File: config.mk
export PLATFORM = sky130hd
export DESIGN_NAME = decode_unit
export DESIGN_NICKNAME = d
export VERILOG_FILES = /design/src/rtl/decode_unit.sv
export SDC_FILE = /design/constraint.sdc
export NUM_CORES = 2
export LEC_CHECK = 0
export ABC_CLOCK_PERIOD_IN_PS = 120700
export CORE_MARGIN = 5
export CORE_UTILIZATION = 35
export CTS_CLUSTER_DIAMETER = 200
export DETAILED_ROUTE_END_ITERATION = 6
export REMOVE_ABC_BUFFERS = 1
export SYNTH_ARGS = -nofsm -noshare
export SYNTH_HDL_FRONTEND = slang
export SYNTH_SLANG_ARGS = --single-unit
File: constraint.sdc
create_clock -name clk -period 120.7 [get_ports clk]
set_input_delay 24.14 -clock clk [delete_from_list [all_inputs] [get_ports clk]]
set_output_delay 24.14 -clock clk [all_outputs]
set_load 0.03 [all_outputs]
File: src/rtl/decode_unit.sv
// decode_unit: RV32I-lite ID stage with register file, immediate/control decode,
// load-use hazard detection and ID/EX pipeline registers.
module decode_unit #(
    parameter int bits      = 32,
    parameter bit RF_BYPASS = 1'b1
) (
    input  logic            clk,
    input  logic            rst,
    input  logic [bits-1:0] IR,
    input  logic [bits-1:0] PC,
    input  logic [bits-1:0] NPC,
    input  logic            flush,
    input  logic            wb_en,
    input  logic [4:0]      wb_rd,
    input  logic [bits-1:0] wb_data,
    output logic            stall,
    output logic [bits-1:0] id_pc,
    output logic [bits-1:0] id_npc,
    output logic [bits-1:0] rs1_data,
    output logic [bits-1:0] rs2_data,
    output logic [bits-1:0] imm,
    output logic [4:0]      rs1,
    output logic [4:0]      rs2,
    output logic [4:0]      rd,
    output logic [3:0]      alu_op,
    output logic            alu_src_a,
    output logic            alu_src_b,
    output logic            mem_read,
    output logic            mem_write,
    output logic            reg_write,
    output logic            branch,
    output logic            jump,
    output logic [1:0]      wb_sel,
    output logic            illegal
);
    localparam logic [6:0] OP_LUI    = 7'b0110111;
    localparam logic [6:0] OP_AUIPC  = 7'b0010111;
    localparam logic [6:0] OP_JAL    = 7'b1101111;
    localparam logic [6:0] OP_JALR   = 7'b1100111;
    localparam logic [6:0] OP_BRANCH = 7'b1100011;
    localparam logic [6:0] OP_LOAD   = 7'b0000011;
    localparam logic [6:0] OP_STORE  = 7'b0100011;
    localparam logic [6:0] OP_IMM    = 7'b0010011;
    localparam logic [6:0] OP_REG    = 7'b0110011;

    logic [bits-1:0] rf [0:31];
    logic [6:0]      opc;
    logic [4:0]      f_rs1, f_rs2;
    logic [bits-1:0] imm_i, imm_s, imm_b, imm_u, imm_j, c_imm;
    logic [bits-1:0] rd1, rd2;
    logic [3:0]      f3_op, c_alu_op;
    logic            c_src_a, c_src_b, c_mr, c_mw, c_rw, c_br, c_jmp, c_ill;
    logic [1:0]      c_wb_sel;
    logic            use1, use2, bubble;

    assign opc   = IR[6:0];
    assign f_rs1 = IR[19:15];
    assign f_rs2 = IR[24:20];
    assign imm_i = {{(bits-12){IR[31]}}, IR[31:20]};
    assign imm_s = {{(bits-12){IR[31]}}, IR[31:25], IR[11:7]};
    assign imm_b = {{(bits-13){IR[31]}}, IR[31], IR[7], IR[30:25], IR[11:8], 1'b0};
    assign imm_u = {IR[31:12], 12'b0};
    assign imm_j = {{(bits-21){IR[31]}}, IR[31], IR[19:12], IR[20], IR[30:21], 1'b0};

    // IR[30] selects SUB only for register-register ops; shifts honour it for both forms
    always_comb begin
        case (IR[14:12])
            3'd0:    f3_op = (opc == OP_REG && IR[30]) ? 4'd1 : 4'd0;
            3'd1:    f3_op = 4'd2;
            3'd2:    f3_op = 4'd3;
            3'd3:    f3_op = 4'd4;
            3'd4:    f3_op = 4'd5;
            3'd5:    f3_op = IR[30] ? 4'd7 : 4'd6;
            3'd6:    f3_op = 4'd8;
            default: f3_op = 4'd9;
        endcase
    end

    always_comb begin
        c_alu_op = 4'd0;
        c_src_a  = 1'b0;
        c_src_b  = 1'b0;
        c_mr     = 1'b0;
        c_mw     = 1'b0;
        c_rw     = 1'b0;
        c_br     = 1'b0;
        c_jmp    = 1'b0;
        c_ill    = 1'b0;
        c_wb_sel = 2'b00;
        c_imm    = imm_i;
        case (opc)
            OP_LUI:    begin c_alu_op = 4'd10; c_src_b = 1'b1; c_rw = 1'b1; c_imm = imm_u; end
            OP_AUIPC:  begin c_src_a = 1'b1; c_src_b = 1'b1; c_rw = 1'b1; c_imm = imm_u; end
            OP_JAL:    begin c_jmp = 1'b1; c_src_a = 1'b1; c_src_b = 1'b1; c_rw = 1'b1; c_wb_sel = 2'b10; c_imm = imm_j; end
            OP_JALR:   begin c_jmp = 1'b1; c_src_b = 1'b1; c_rw = 1'b1; c_wb_sel = 2'b10; end
            OP_BRANCH: begin c_br = 1'b1; c_alu_op = 4'd1; c_imm = imm_b; end
            OP_LOAD:   begin c_mr = 1'b1; c_src_b = 1'b1; c_rw = 1'b1; c_wb_sel = 2'b01; end
            OP_STORE:  begin c_mw = 1'b1; c_src_b = 1'b1; c_imm = imm_s; end
            OP_IMM:    begin c_alu_op = f3_op; c_src_b = 1'b1; c_rw = 1'b1; end
            OP_REG:    begin c_alu_op = f3_op; c_rw = 1'b1; end
            default:   c_ill = 1'b1;
        endcase
    end

    assign use1   = !(opc == OP_LUI || opc == OP_AUIPC || opc == OP_JAL);
    assign use2   = opc == OP_REG || opc == OP_BRANCH || opc == OP_STORE;
    assign stall  = !flush && mem_read && rd != 5'd0 &&
                    ((use1 && f_rs1 == rd) || (use2 && f_rs2 == rd));
    assign bubble = flush || stall;

    assign rd1 = f_rs1 == 5'd0 ? '0 :
                 (RF_BYPASS && wb_en && wb_rd == f_rs1) ? wb_data : rf[f_rs1];
    assign rd2 = f_rs2 == 5'd0 ? '0 :
                 (RF_BYPASS && wb_en && wb_rd == f_rs2) ? wb_data : rf[f_rs2];

    always_ff @(posedge clk or posedge rst) begin
        if (rst) begin
            for (int i = 0; i < 32; i++) rf[i] <= '0;
        end else if (wb_en && wb_rd != 5'd0) begin
            rf[wb_rd] <= wb_data;
        end
    end

    always_ff @(posedge clk or posedge rst) begin
        if (rst) begin
            id_pc     <= '0;
            id_npc    <= '0;
            rs1_data  <= '0;
            rs2_data  <= '0;
            imm       <= '0;
            rs1       <= '0;
            rs2       <= '0;
            rd        <= '0;
            alu_op    <= '0;
            alu_src_a <= 1'b0;
            alu_src_b <= 1'b0;
            mem_read  <= 1'b0;
            mem_write <= 1'b0;
            reg_write <= 1'b0;
            branch    <= 1'b0;
            jump      <= 1'b0;
            wb_sel    <= '0;
            illegal   <= 1'b0;
        end else begin
            id_pc     <= PC;
            id_npc    <= NPC;
            rs1_data  <= rd1;
            rs2_data  <= rd2;
            imm       <= c_imm;
            rs1       <= f_rs1;
            rs2       <= f_rs2;
            rd        <= IR[11:7];
            alu_op    <= bubble ? 4'd0 : c_alu_op;
            alu_src_a <= !bubble && c_src_a;
            alu_src_b <= !bubble && c_src_b;
            mem_read  <= !bubble && c_mr;
            mem_write <= !bubble && c_mw;
            reg_write <= !bubble && c_rw;
            branch    <= !bubble && c_br;
            jump      <= !bubble && c_jmp;
            wb_sel    <= bubble ? 2'b00 : c_wb_sel;
            illegal   <= !bubble && c_ill;
        end
    end
endmodule
; ---- Word level (Yosys, flattened, before mapping)
; Cells that the tools add are included.
[totals]
ff_bits = 1213
out_inout_bits = 190
word_cells = 144
[classes]
n_lt_le_gt_ge = 4
eq_ne = 19
muxes = 29
bitwise = 3
n_reduce_logical = 39
[op_table]
columns = cell, count
row1 = 1024-bit bitwise mux, 1
row2 = 32-bit binary-select mux with 5-bit select, 2
row3 = 32-bit two-way mux, 9
row4 = 32-bit demux with 5-bit select, 1
row5 = 31-bit case mux with 4 select lines, 1
row6 = 4-bit case mux with 7 select lines, 1
row7 = 7-bit by 6-bit == test with 1-bit output (second input constant), 3
row8 = 7-bit == test (second input constant), 3
row9 = 5-bit == test, 4
row10 = 6-bit greater-or-equal comparator (second input constant), 3
row11 = 1-bit logical AND, 18
row12 = 5-bit inverter with 6-bit output, 3
row13 = 7-bit by 5-bit == test with 1-bit output (second input constant), 2
row14 = 7-bit OR reduction, 2
row15 = 4-bit case mux with 3 select lines, 1
row16 = 5-bit logical NOT, 2
row17 = 1-bit two-way mux, 10
row18 = 5-bit nonzero test, 2
row19 = 3-bit == test (second input constant), 3
row20 = 9-bit OR reduction, 1
row21 = 2-bit OR reduction, 4
row22 = 7-bit by 2-bit == test with 1-bit output (second input constant), 1
row23 = 3-bit by 2-bit == test with 1-bit output (second input constant), 2
row24 = 1-bit logical OR, 6
row25 = 7 further kinds, 9

; ---- Longest topological paths before layout
[logic_depth]
word_depth = 10
mapped_depth = 10

; ---- Worst setup path before layout
; Ideal clock, no wire load.
[synth_timing]
path_kind = input port to output port
startpoint = input port IR[16]
endpoint = output port stall
arrival_ns = 25.825
slack_ns = 70.735
stages = 9
cell_sequence = buf_2 -> buf_6 -> buf_4 -> buf_4 -> xor2_1 -> nor2_1 -> nand4_1 -> a21oi_1 -> nor2b_1
[synth_via]
elab_chain_cells = 4
[synth_rtl]
columns = item, line
row1 = "start, declared", 9  ; input logic [bits-1:0] IR,
row2 = 5-bit == test, 108  ; ((use1 && f_rs1 == rd) || (use2 && f_rs2 == rd));
row3 = 1-bit logical AND, 108
row4 = 1-bit logical OR, 108
row5 = 1-bit logical AND, 107  ; assign stall = !flush && mem_read && rd != 5'd0 &&
row6 = "end, declared", 16  ; output logic stall,
; Every way passes these cells.

; ---- Final worst setup path
[layout_timing]
startpoint = input port IR[3]
endpoint = output port stall
[layout_via]
elab_chain_cells = 7
[layout_rtl]
columns = item, line
row1 = 7-bit by 6-bit == test with 1-bit output / 7-bit by 5-bit == test with 1-bit output (equally long branches), 105  ; assign use1 = !(opc == OP_LUI || opc == OP_AUIPC || opc == OP_JAL);
row2 = 1-bit logical OR (2 in a row), 105
row3 = 1-bit logical NOT, 105
row4 = 1-bit logical AND, 108
row5 = 1-bit logical OR (*), 108
row6 = 1-bit logical AND (*), 107
; Every way passes the cells marked *; elsewhere a longest branch is shown, timed or not.

==> impl_metrics.csv <==
group,metric,value,unit
layout,finalNetCount,4209,
cts,numCtsBuffers,146,
floorplanning,die_w,424.5,um
cts,path_clk_slew,0.05,ns
floorplanning,coreArea,171200,um^2
cts,hold_buffers,0,
floorplanning,die_h,424.5,um
timing,setup_viol,0,
cts,post_cts_buffers,0,
global_route,grt_start_max_net_pins,151,
cts,post_cts_resized,0,
floorplanning,start_util,0.3513,
setup_path,criticalPathCategory,"in -> out",
timing,relSlewSlack,0.1844,
placement,port_buffers,326,
setup_path,slowest_stage,"a21oi_1",
status,status,"completed",
logic_synthesis,synth_cells,3902,
layout,fin_area,70430,um^2
logic_synthesis,synth_seq_area_share,0.5044,
timing,hold_viol,0,
cts,htree_levels,4,
logic_synthesis,synthArstFlopShare,1.000,
setup_path,cp_cell_sequence,"clkdlybuf4s50_1, nand4bb_1, a211oi_1, nand4_1, a21oi_1, nor2b_1, clkdlybuf4s50_1",
layout,drive_above_1_share,0.4505,
route,dr.pass1.iters,7,
global_route,antenna_found_initial,7,
logic_synthesis,ys_seq_elements,1212,
timing,whs,0.3934,ns
setup_path,crit_top_cell,"clkdlybuf4s50_1",
timing,fin_setup_tns,0,ns
logic_synthesis,syn_avg_cell_area,15.41,um^2
route,vias,37750,
power,power.leakage,29.88,nW
cts,clk_latency,0.78,ns
floorplanning,fp-row-count,152,
timing,worstMarginPinSlew,1.223,ns
route,vias_per_cell,5.875,
logic_synthesis,syn-cell-area,60130,um^2
placement,dpl_cell_area,65490,um^2
global_route,gr-total-overflow,0,
power,p_per_area,17.11,nW/um^2
logic_synthesis,yosys_warnings,0,
setup_path,crit_required,96.56,ns
setup_path,worstPathArrival,27.34,ns
setup_path,crit_fanout,14,
flow_run,max_cap_viol_count,0,
cts,root_buffer,"clkbuf_16",
cts,cts_sinks,1212,
logic_synthesis,ys_types,54,
timing,fmax,19.43,MHz
floorplanning,die_area,180200,um^2
placement,dp_hpwl,112.5,mm
timing,post-route-min-period,51.48,ns
route,drt_drc_violations_left,0,
global_route,grt_pass1_wl,285.8,mm
hold_path,hold_class,"reg -> reg",
route,ant_nets,0,
logic_synthesis,synth_edf_count,0,
route,drtIter0Drc,3305,
route,drt-wirelength-per-cell,30.24,um
power,ir_worst_vdd,15.81,uV
cts,cts_buffer_depth,3,
logic_synthesis,synthFlopType,"dfrtp_1",
timing,finalCritPeriodShare,0.4265,
floorplanning,io_pins,327,
setup_path,endpoint_kind,"output port",
setup_path,startpoint_type,"input port",
timing,rsz0062_at_grt,"false",
layout,syn_to_final_growth,17.13,%
timing,drv_slew,0,
global_route,first_global_vias,39950,
route,drt-total-wl,194.3,mm
setup_path,max_stage_delay,0.87,ns
cts,tritoncts,"built",
timing,fin_worst_skew,0.02859,ns
placement,place_congestion,0.8227,
global_route,track_usage,0.2148,
[where the power goes]
group          switching [mW]  total, mW  internal [mW]  leakage, nW
combinational          0.0945      0.228          0.134         12.1
sequential             0.0488      0.526          0.477         15.4
clock                   0.182      0.450          0.268         2.42
total                   0.325       1.20          0.879         29.9
[routing by layer]
layer  vias up  GRT usage  wire [um]
met5         -          0         43
met4         8    0.07300       6729
met3       343    0.04865      13960
met2      1477     0.3528      94750
met1     20570     0.2822      78820
li1      15350          -          -
[layout make-up]
cell class                      count  area [um^2]
Inverter                            5        26.28
Antenna cell                        6        15.01
Sequential cell                  1212        30330
Fill cell                       15600       100700
Tap cell                         2233         2794
Clock buffer                      216         4403
Timing Repair Buffer              455         4299
Clock inverter                     46        520.5
Multi-Input combinational cell   2252        28040
[layout by cell type, fill, tap and decap left out, drive strengths merged, types with 4 or more instances in the layout]
cell,synthesis,layout
a211oi,6,6
a21o,19,19
a21oi,5,5
a22o,4,4
a22oi,45,45
and2,13,13
and3,4,4
buf,205,138
bufinv,0,7
clkbuf,228,216
clkdlybuf4s50,0,317
clkinv,0,25
clkinvlp,0,7
dfrtp,1212,1212
diode,0,6
inv,5,12
mux2,1007,1007
mux2i,83,83
mux4,525,525
nand2,90,90
nand2b,7,7
nand3,28,28
nand3b,4,4
nor2,72,72
nor2b,4,4
nor3,60,60
nor3b,7,7
o2111a,18,18
o211a,14,14
o211ai,5,5
o21a,15,15
o21ai,65,65
o221a,15,15
o221ai,10,10
o22ai,84,84
xnor2,4,4
xor2,16,16
[kinds of logic after synthesis]
kind of cell | count (synthesis) | synth area share
XOR/XNOR | 20 | 0.002913
multiplexers | 1615 | 0.3991
flip-flops | 1212 | 0.5044
AO/OA/AOI/OAI | 311 | 0.03714
buffers and inverters | 438 | 0.03248
AND/OR/NAND/NOR | 306 | 0.02397
[synth_stat cells, drive strengths merged (10+ instances only)]
cell type | count | area [um^2]
o21ai | 65 | 325.3
dfrtp | 1212 | 30330
clkbuf | 228 | 857.1
nor3 | 60 | 300.3
nor2 | 72 | 270.3
mux4 | 525 | 11820
o22ai | 84 | 525.5
nand2 | 90 | 337.8
o221a | 15 | 168.9
buf | 205 | 1077
a21o | 19 | 142.6
o211a | 14 | 140.1
mux2 | 1007 | 11340
and2 | 13 | 81.33
nand3 | 28 | 140.1
o2111a | 18 | 202.7
a22oi | 45 | 337.8
o221ai | 10 | 87.58
o21a | 15 | 112.6
xor2 | 16 | 140.1
mux2i | 83 | 830.8
[registers in the layout, summed over array words and instances (netlist names)]
name       count
rf          1024
id_npc        32
id_pc         32
imm           32
rs1_data      32
rs2_data      32
rd             5
rs1            5
rs2            5
alu_op         4
wb_sel         2
alu_src_a      1
alu_src_b      1
branch         1
illegal        1
jump           1
mem_write      1
reg_write      1
[metrics by stage]
stage | power (mW) | setup WS [ns] | utilization | instances
after floorplan | 0.6778 | 62.41 | - | 3469
after global placement | 0.7532 | 69.27 | 0.3826 | 6157
after detailed placement | 0.7609 | 69.28 | 0.3826 | 6157
after CTS | 1.218 | 69.26 | 0.4114 | 6419
after global routing | 1.258 | 69.14 | 0.4114 | 6419
final | 1.205 | 69.22 | 0.4114 | 6425
[final timing paths]
check | slack (ns) | cells after the start | end | from
max | 69.22 | 7 | stall | IR[3]
min | 0.39 | 0 | rf[1016] | rf[1016]
max reg2reg | 118.13 | 5 | alu_src_a | rd[0]
min reg2reg | 0.39 | 0 | rf[1016] | rf[1016]
max in group asynchronous | 92.50 | 7 | rf[271] | rst
min in group asynchronous | 23.85 | 2 | rs2_data[13] | rst
[worst max-delay path: cells and delay by family]
family	cells	cell delay, ns
simple gates	3	0.68
buf+inv	2	1.21
compound gates	2	1.30
Note: power is estimated with default switching activity, not from simulation.
